$ cat src/rtl/ascon_piso.sv
// ascon_piso: buffers result words from the Ascon core in a small FIFO and
// shifts each one out MSB-first on sdo. valid frames each word, and valid is
// held low for GAP cycles between words.
// Ports:
//   clk, rst            interface clock, asynchronous active-high reset
//   in_data, in_valid   word offered by the core
//   in_ready            FIFO not full (combinational)
//   valid, sdo          serial frame: WIDTH cycles of valid, MSB first
//   count               words buffered, not counting the one being shifted
//   busy                serializer active or FIFO non-empty
module ascon_piso #(
  parameter int unsigned WIDTH = 32,
  parameter int unsigned DEPTH = 4,
  parameter int unsigned GAP   = 2
) (
  input  logic                       clk,
  input  logic                       rst,
  input  logic [WIDTH-1:0]           in_data,
  input  logic                       in_valid,
  output logic                       in_ready,
  output logic                       valid,
  output logic                       sdo,
  output logic [$clog2(DEPTH+1)-1:0] count,
  output logic                       busy
);

  localparam int unsigned PTR_W = $clog2(DEPTH);
  localparam int unsigned CNT_W = $clog2(DEPTH + 1);
  localparam int unsigned BIT_W = (WIDTH > 2) ? $clog2(WIDTH) : 1;
  localparam int unsigned GAP_W = (GAP > 2) ? $clog2(GAP) : 1;

  typedef enum logic [1:0] {
    ST_IDLE  = 2'd0,
    ST_SHIFT = 2'd1,
    ST_GAP   = 2'd2
  } state_t;

  state_t             state_q, state_d;
  logic               pop, push, load_gap, full, empty;
  logic [WIDTH-1:0]   mem [DEPTH];
  logic [PTR_W-1:0]   wr_ptr_q, rd_ptr_q;
  logic [CNT_W-1:0]   count_q;
  logic [WIDTH-1:0]   shreg_q;
  logic [BIT_W-1:0]   bitcnt_q;
  logic [GAP_W-1:0]   gapcnt_q;

  // A push is refused when full, even if a pop happens on the same edge.
  assign full  = (count_q == CNT_W'(DEPTH));
  assign empty = (count_q == '0);
  assign push  = in_valid && !full;
  assign count = count_q;

  // State register
  always_ff @(posedge clk or posedge rst) begin
    if (rst) state_q <= ST_IDLE;
    else     state_q <= state_d;
  end

  // Next state and FIFO pop control
  always_comb begin
    state_d  = state_q;
    pop      = 1'b0;
    load_gap = 1'b0;
    case (state_q)
      ST_IDLE: begin
        if (!empty) begin
          pop     = 1'b1;
          state_d = ST_SHIFT;
        end
      end
      ST_SHIFT: begin
        if (bitcnt_q == '0) begin
          load_gap = 1'b1;
          state_d  = ST_GAP;
        end
      end
      ST_GAP: begin
        // Pop straight from GAP so back-to-back words see no extra idle cycle
        if (gapcnt_q == '0) begin
          if (!empty) begin
            pop     = 1'b1;
            state_d = ST_SHIFT;
          end else begin
            state_d = ST_IDLE;
          end
        end
      end
      default: state_d = ST_IDLE;
    endcase
  end

  // Outputs decoded from registered state; reset clears them without a clock
  always_comb begin
    valid    = (state_q == ST_SHIFT);
    sdo      = (state_q == ST_SHIFT) && shreg_q[WIDTH-1];
    busy     = (state_q != ST_IDLE) || !empty;
    in_ready = !full;
  end

  // Shift register and bit/gap counters
  always_ff @(posedge clk or posedge rst) begin
    if (rst) begin
      shreg_q  <= '0;
      bitcnt_q <= '0;
      gapcnt_q <= '0;
    end else begin
      if (pop) begin
        shreg_q  <= mem[rd_ptr_q];
        bitcnt_q <= BIT_W'(WIDTH - 1);
      end else if (state_q == ST_SHIFT) begin
        shreg_q <= shreg_q << 1;
        if (bitcnt_q != '0) bitcnt_q <= bitcnt_q - BIT_W'(1);
      end
      if (load_gap) begin
        gapcnt_q <= GAP_W'(GAP - 1);
      end else if (state_q == ST_GAP && gapcnt_q != '0) begin
        gapcnt_q <= gapcnt_q - GAP_W'(1);
      end
    end
  end

  // FIFO storage; contents are don't-care while count is 0
  always_ff @(posedge clk) begin
    if (push) mem[wr_ptr_q] <= in_data;
  end

  // FIFO pointers wrap naturally at DEPTH (power of two)
  always_ff @(posedge clk or posedge rst) begin
    if (rst) begin
      wr_ptr_q <= '0;
      rd_ptr_q <= '0;
      count_q  <= '0;
    end else begin
      if (push) wr_ptr_q <= wr_ptr_q + PTR_W'(1);
      if (pop)  rd_ptr_q <= rd_ptr_q + PTR_W'(1);
      case ({push, pop})
        2'b10:   count_q <= count_q + CNT_W'(1);
        2'b01:   count_q <= count_q - CNT_W'(1);
        default: count_q <= count_q;
      endcase
    end
  end

endmodule

$ cat config.mk
export PLATFORM = sky130hd
export DESIGN_NAME = ascon_piso
export DESIGN_NICKNAME = d
export VERILOG_FILES = /design/src/rtl/ascon_piso.sv
export SDC_FILE = /design/constraint.sdc
export NUM_CORES = 1
export LEC_CHECK = 0
export BUFFER_PORTS_ARGS = -buffer_cell sky130_fd_sc_hd__buf_2
export CAP_MARGIN = 40
export CORE_ASPECT_RATIO = 2
export CORE_UTILIZATION = 54
export DETAILED_ROUTE_END_ITERATION = 12
export GPL_TIMING_DRIVEN = 0
export HOLD_SLACK_MARGIN = 0.12
export PLACE_DENSITY = 0.75
export SKIP_LAST_GASP = 1
export SYNTH_ARGS = -nofsm -noshare
export SYNTH_HDL_FRONTEND = slang
export SYNTH_SLANG_ARGS = --single-unit
$ cat constraint.sdc
create_clock -name clk -period 2.1 [get_ports clk]
set_input_delay 0.42 -clock clk [delete_from_list [all_inputs] [get_ports clk]]
set_output_delay 0.42 -clock clk [all_outputs]
set_load 0.05 [all_outputs]
* Yosys cells after proc, flatten, opt, wreduce, memory -nomap -nowiden
Memories as Yosys holds them, arrays and structs flattened.
Cells that the tools add are included.
** Word-level totals
- Register bits after elaboration :: 47
- RAM bits :: 128
- Bits of input ports :: 35
- Output and inout bits :: 7
- Logic and storage cells :: 59
- Memories :: 1
** Cells by class
- Add/sub/neg operators :: 6
- Equal/unequal tests :: 8
- Mux-type cells :: 20
- Reductions and logical operators :: 17
** Memory list
- mem :: words 4, bits a word 32, read ports 1, clocked after memory_dff 0, write ports 1, RTL line 40 : logic [WIDTH-1:0] mem [DEPTH];
** Operators with widths (number)
- 2-to-1 mux 32 bit :: 2
- 2-to-1 mux 5 bit :: 3
- nonzero test 2 bit :: 5
- 2-to-1 mux 1 bit :: 9
- 2-to-1 mux 2 bit :: 3
- case mux 2 bit (3 select lines) :: 1
- case mux 3 bit (2 select lines) :: 1
- zero test 5 bit :: 1
- nonzero test 5 bit :: 1
- subtractor 5 x 1 -> 5 bit (second input constant) :: 1
- adder 2 x 1 -> 2 bit (second input constant) :: 2
- equality test 2 x 1 -> 1 bit (second input constant) :: 2
- equality test 2 bit (second input constant) :: 2
- != test 2 bit (second input constant) :: 2
- adder 3 x 1 -> 3 bit (second input constant) :: 1
- equality test 3 bit (second input constant) :: 1
- logical AND 1 bit :: 3
- zero test 3 bit :: 1
- AND reduction 3 bit :: 1
- subtractor 3 x 1 -> 3 bit (second input constant) :: 1
- zero test 1 bit :: 2
- zero test 2 bit :: 1
- != test 2 x 1 -> 1 bit (second input constant) :: 1
- case mux 1 bit (2 select lines) :: 1
- other kinds (3) :: 3

* Depth between registers and ports, before layout
- Depth after elaboration :: 6
- Depth in mapped cells :: 9
- Depth with buffers taken out :: 8

* Least setup slack after synthesis
No wires, ideal clock.
- Kind :: flip-flop to flip-flop
- Start :: reg count_q[2], in the netlist count[2]
- End :: reg count_q[1], in the netlist count[1]
- Library setup time :: 125 ps
- Data arrival time :: 2358 ps
- Data required time :: 1975 ps
- Slack :: -383 ps
- Stages on the path, launching flop included :: 7
- Buffers on the path :: 1
- Clock period less this slack :: 2483 ps
- Path through :: dfrtp_1 > or3b_2 > buf_2 > nand2_1 > ha_1 > fa_1 > mux2_2
** On the way
- Elaborated cells on any way between the ends :: 11
- Classes of those cells :: eq/ne: 3; mux: 4; reduce/logical: 4
** RTL lines
- start: declaration :: RTL line 42 : logic [CNT_W-1:0] count_q;
- start signal: assignment :: RTL line 137 : 2'b10: count_q <= count_q + CNT_W'(1);
- start signal: assignment :: RTL line 138 : 2'b01: count_q <= count_q - CNT_W'(1);
- start signal: assignment :: RTL line 139 : default: count_q <= count_q;
- equality test 3 bit (*) :: RTL line 48 : assign full = (count_q == CNT_W'(DEPTH));
- zero test 1 bit (*)
- via in_ready :: RTL line 20 : output logic in_ready,
- logical AND 1 bit (*) :: RTL line 50 : assign push = in_valid && !full;
- equality test 2 x 1 -> 1 bit / equality test 2 bit (equally long branches) :: RTL line 136 : case ({push, pop})
- case mux 3 bit (2 select lines) / nonzero test 2 bit (equally long branches)
The timed path passes the listed nets; every way through them passes the cells marked *.
A chain may end at the register's enable or synchronous reset.

* Worst setup path after layout
- Start :: reg count_q[2], in the netlist count[2]
- End :: out busy
** On the way
- Word-level cells in the longest chain between the ends :: 3
** RTL lines
- zero test 3 bit :: RTL line 49 : assign empty = (count_q == '0);
- zero test 1 bit :: RTL line 96 : busy = (state_q != ST_IDLE) || !empty;
- logical OR 1 bit :: RTL line 96
- end: declaration :: RTL line 24 : output logic busy
Every way passes these cells.

==> results.toml <==
[logic_synthesis]
syn-instance-count = 390
synth_ff_type = "edfxtp_1"
ys_seq_area_frac = 0.723
ys_warn_count = 0
synth_edf_count = 128
synth_area_per_cell_um2 = 17.8
synth_area_leader_cell = "edfxtp_1"
synth_nets = 433
synth_area_leaders = "edfxtp_1 55%, dfrtp_1 17%, mux4_2 10%"
synth_top_area_frac = 0.554
ys_types = 36
ys_ff_latch = 175
synth_area_um2 = 6940
async_flop_share = 0.269

[routing]
drcViolationCount = 0
vias_per_cell = 5.91
vias = 3722
drt_pass1_iterations = 5
routedWlPerCell_um = 20.5
drt_iter0_markers = 242
wirelength_um = 12900
ant_nets = 0

[clocking]
clock_latency_ns = 0.42
cts-root-buf = "clkbuf_16"
cts.path.max_buffers = 2
path_clk_slew_ns = 0.07
cts.sinks = 175
cts_tree = "done"
cts_buffers = 17
htreeDepth = 4

[final_layout]
num-nets-final = 509
drive_above_1_share = 0.324
layout_common_cells = "128 x edfxtp_1, 44 x buf_2, 43 x dfrtp_1"
final_common_cell = "edfxtp_1"
area_delta_synth_final_pct = 19.3

[pwr]
leakagePower_nw = 3.13
power_density_nw_per_um2 = 1510
intPower_mw = 8.57
combPwrFrac = 0.323
switchingPower_mw = 3.97
p_sw_frac = 0.317
pwr-share-clk = 0.272
p_seq_frac = 0.405
peakVddDrop_v = 0.000785

[sta]
relSlewSlack = 0.597
hold_slack_ns = 0.207
tightest_slew_ns = 0.605
fmax_mhz = 446
skew_ns = 0.00697
rsz0062_at_grt = "yes"
min_period_ns = 2.24
setup_viol = 1
fin_ws_ns = -0.142
drv_slew = 0
setup_tns_ns = -0.142
final_hold_viol_count = 0
finalCritPeriodShare = 1.07

[floorplanning]
dieArea_um2 = 13300
initial_core_util = 0.553
die_w_um = 82.2
fp.dieH_um = 162
ioPinCount = 42
coreArea_um2 = 12600
rows = 58

[setup_path]
crit_buf_inv = 2
slowest_delay_ns = 0.42
end_kind = "primary output"
cp_max_fo = 4
worst-setup-path-type = "reg -> out"
path_delay_family = "simple AND/OR/NAND/NOR gates"
critPathLaunchType = "flop"
cp.arrival_ns = 1.82
slowest_stage = "dfrtp_2"
cp_cell_sequence = "or3_4, buf_8, or3_1, buf_6"
worstPathRequired_ns = 1.68

[global_routing]
track_usage = 0.222
gr-total-overflow = 0
met3_usage = 0.0437
grt_pass1_wl_um = 20900
grt-busiest-layer = "met2"
grt_use_met1 = 0.265
grt_max_degree = 40
antenna_found_initial = 1
grt_pass1_vias = 4038
grt_use_met2 = 0.372

[status]
violations = "negative setup slack"
status = "finished, violations left"

[placement]
io_buffers = 41
gp_congestion = 0.742
dp_hpwl_um = 8060
pre_cts_ws_ns = -0.235

[flow_run]
max_cap_viol_count = 0

[min_path]
min_path_type = "in -> reg"
repair_timing:
item,CTS,global route
setup endpoints to repair,5,5
resized for setup,11,9
pin swaps,4,2
buffers inserted,7,6
endpoints found under the hold margin,8,0
hold buffers,1,0
area by class of cell:
class / instances / area [um2]
Multi-Input combinational cell: 181 / 1810
Sequential cell: 175 / 5020
Timing Repair Buffer: 60 / 435
Clock inverter: 15 / 225
Inverter: 9 / 43.8
Buffer: 22 / 124
Fill cell: 871 / 4270
Antenna cell: 1 / 2.50
Tap cell: 150 / 188
Clock buffer: 17 / 425
metrics by stage:
stage          power (mW)  utilization  cells  area, um2
6_report             12.5        0.660    630       8280
5_1_grt              13.2        0.660    630       8280
4_1_cts              12.5        0.655    624       8230
3_5_place_dp         8.96        0.597    586       7490
3_3_place_gp         8.69        0.589    581       7390
2_1_floorplan        7.89            -    390       7000
power groups by stage:
stage	logic (mW)	registers (mW)	clock network, mW
2_1_floorplan	2.76	5.13	0
3_3_place_gp	3.60	5.09	0
3_5_place_dp	3.81	5.14	0
4_1_cts	4.00	5.08	3.44
5_1_grt	4.43	5.15	3.59
6_report	4.05	5.08	3.41
state kept, by name (all words and copies together), names as in the netlist:
signal,count
gapcnt_q,1
count,3
mem,128
shreg_q,32
bitcnt_q,5
wr_ptr_q,2
rd_ptr_q,2
state_q,2
layer usage:
layer  share of wire  wire length, um  vias up
met5               0                0        -
met4           0.025              321        0
met3           0.037              475       24
met2            0.57             7330      110
met1            0.37             4810     1902
li1                -                -     1686
cells in the mapped netlist (3+ instances only):
library cell and number:
a21oi_1 4, a221o_1 3, and3_1 7, buf_1 3, buf_2 11, buf_4 3
clkbuf_1 7, dfrtp_1 47, edfxtp_1 128, ha_1 7, inv_1 8, mux2i_1 30
mux4_2 32, nand2_1 5, nand3_1 33, nor2_1 3, o21ai_0 31, o21ai_1 3
xnor2_1 5
final timing paths:
check / start / to / slack, ns / depth (start not counted)
worst min register to register: shreg_q[31]$_DFFE_PP0P_ / shreg_q[31]$_DFFE_PP0P_ / 0.52 / 1
min in group asynchronous: rst / count[2]$_DFFE_PP0P_ / 0.46 / 3
worst max register to register: count[2]$_DFFE_PP0P_ / count[2]$_DFFE_PP0P_ / 0.02 / 9
worst min-delay path: in_data[0] / mem[0][0]$_DFFE_PP_ / 0.21 / 1
max in group asynchronous: rst / bitcnt_q[2]$_DFFE_PP0P_ / 1.15 / 4
worst max-delay path: count[2]$_DFFE_PP0P_ / busy / -0.14 / 4
logic make-up (layout without fill, tap and decap cells):
| kind of cell | count (synthesis) | after routing | share of synthesized area |
|---|---|---|---|
| AND/OR/NAND/NOR | 59 | 59 | 0.0454 |
| multiplexers | 64 | 64 | 0.150 |
| adder cells (fa/ha/maj) | 8 | 8 | 0.0155 |
| flip-flops | 175 | 175 | 0.723 |
| other | 0 | 1 | 0 |
| buffers and inverters | 34 | 123 | 0.0231 |
| XOR/XNOR | 6 | 6 | 0.00757 |
| AO/OA/AOI/OAI | 44 | 44 | 0.0353 |
(Power assumes the default switching activity.)
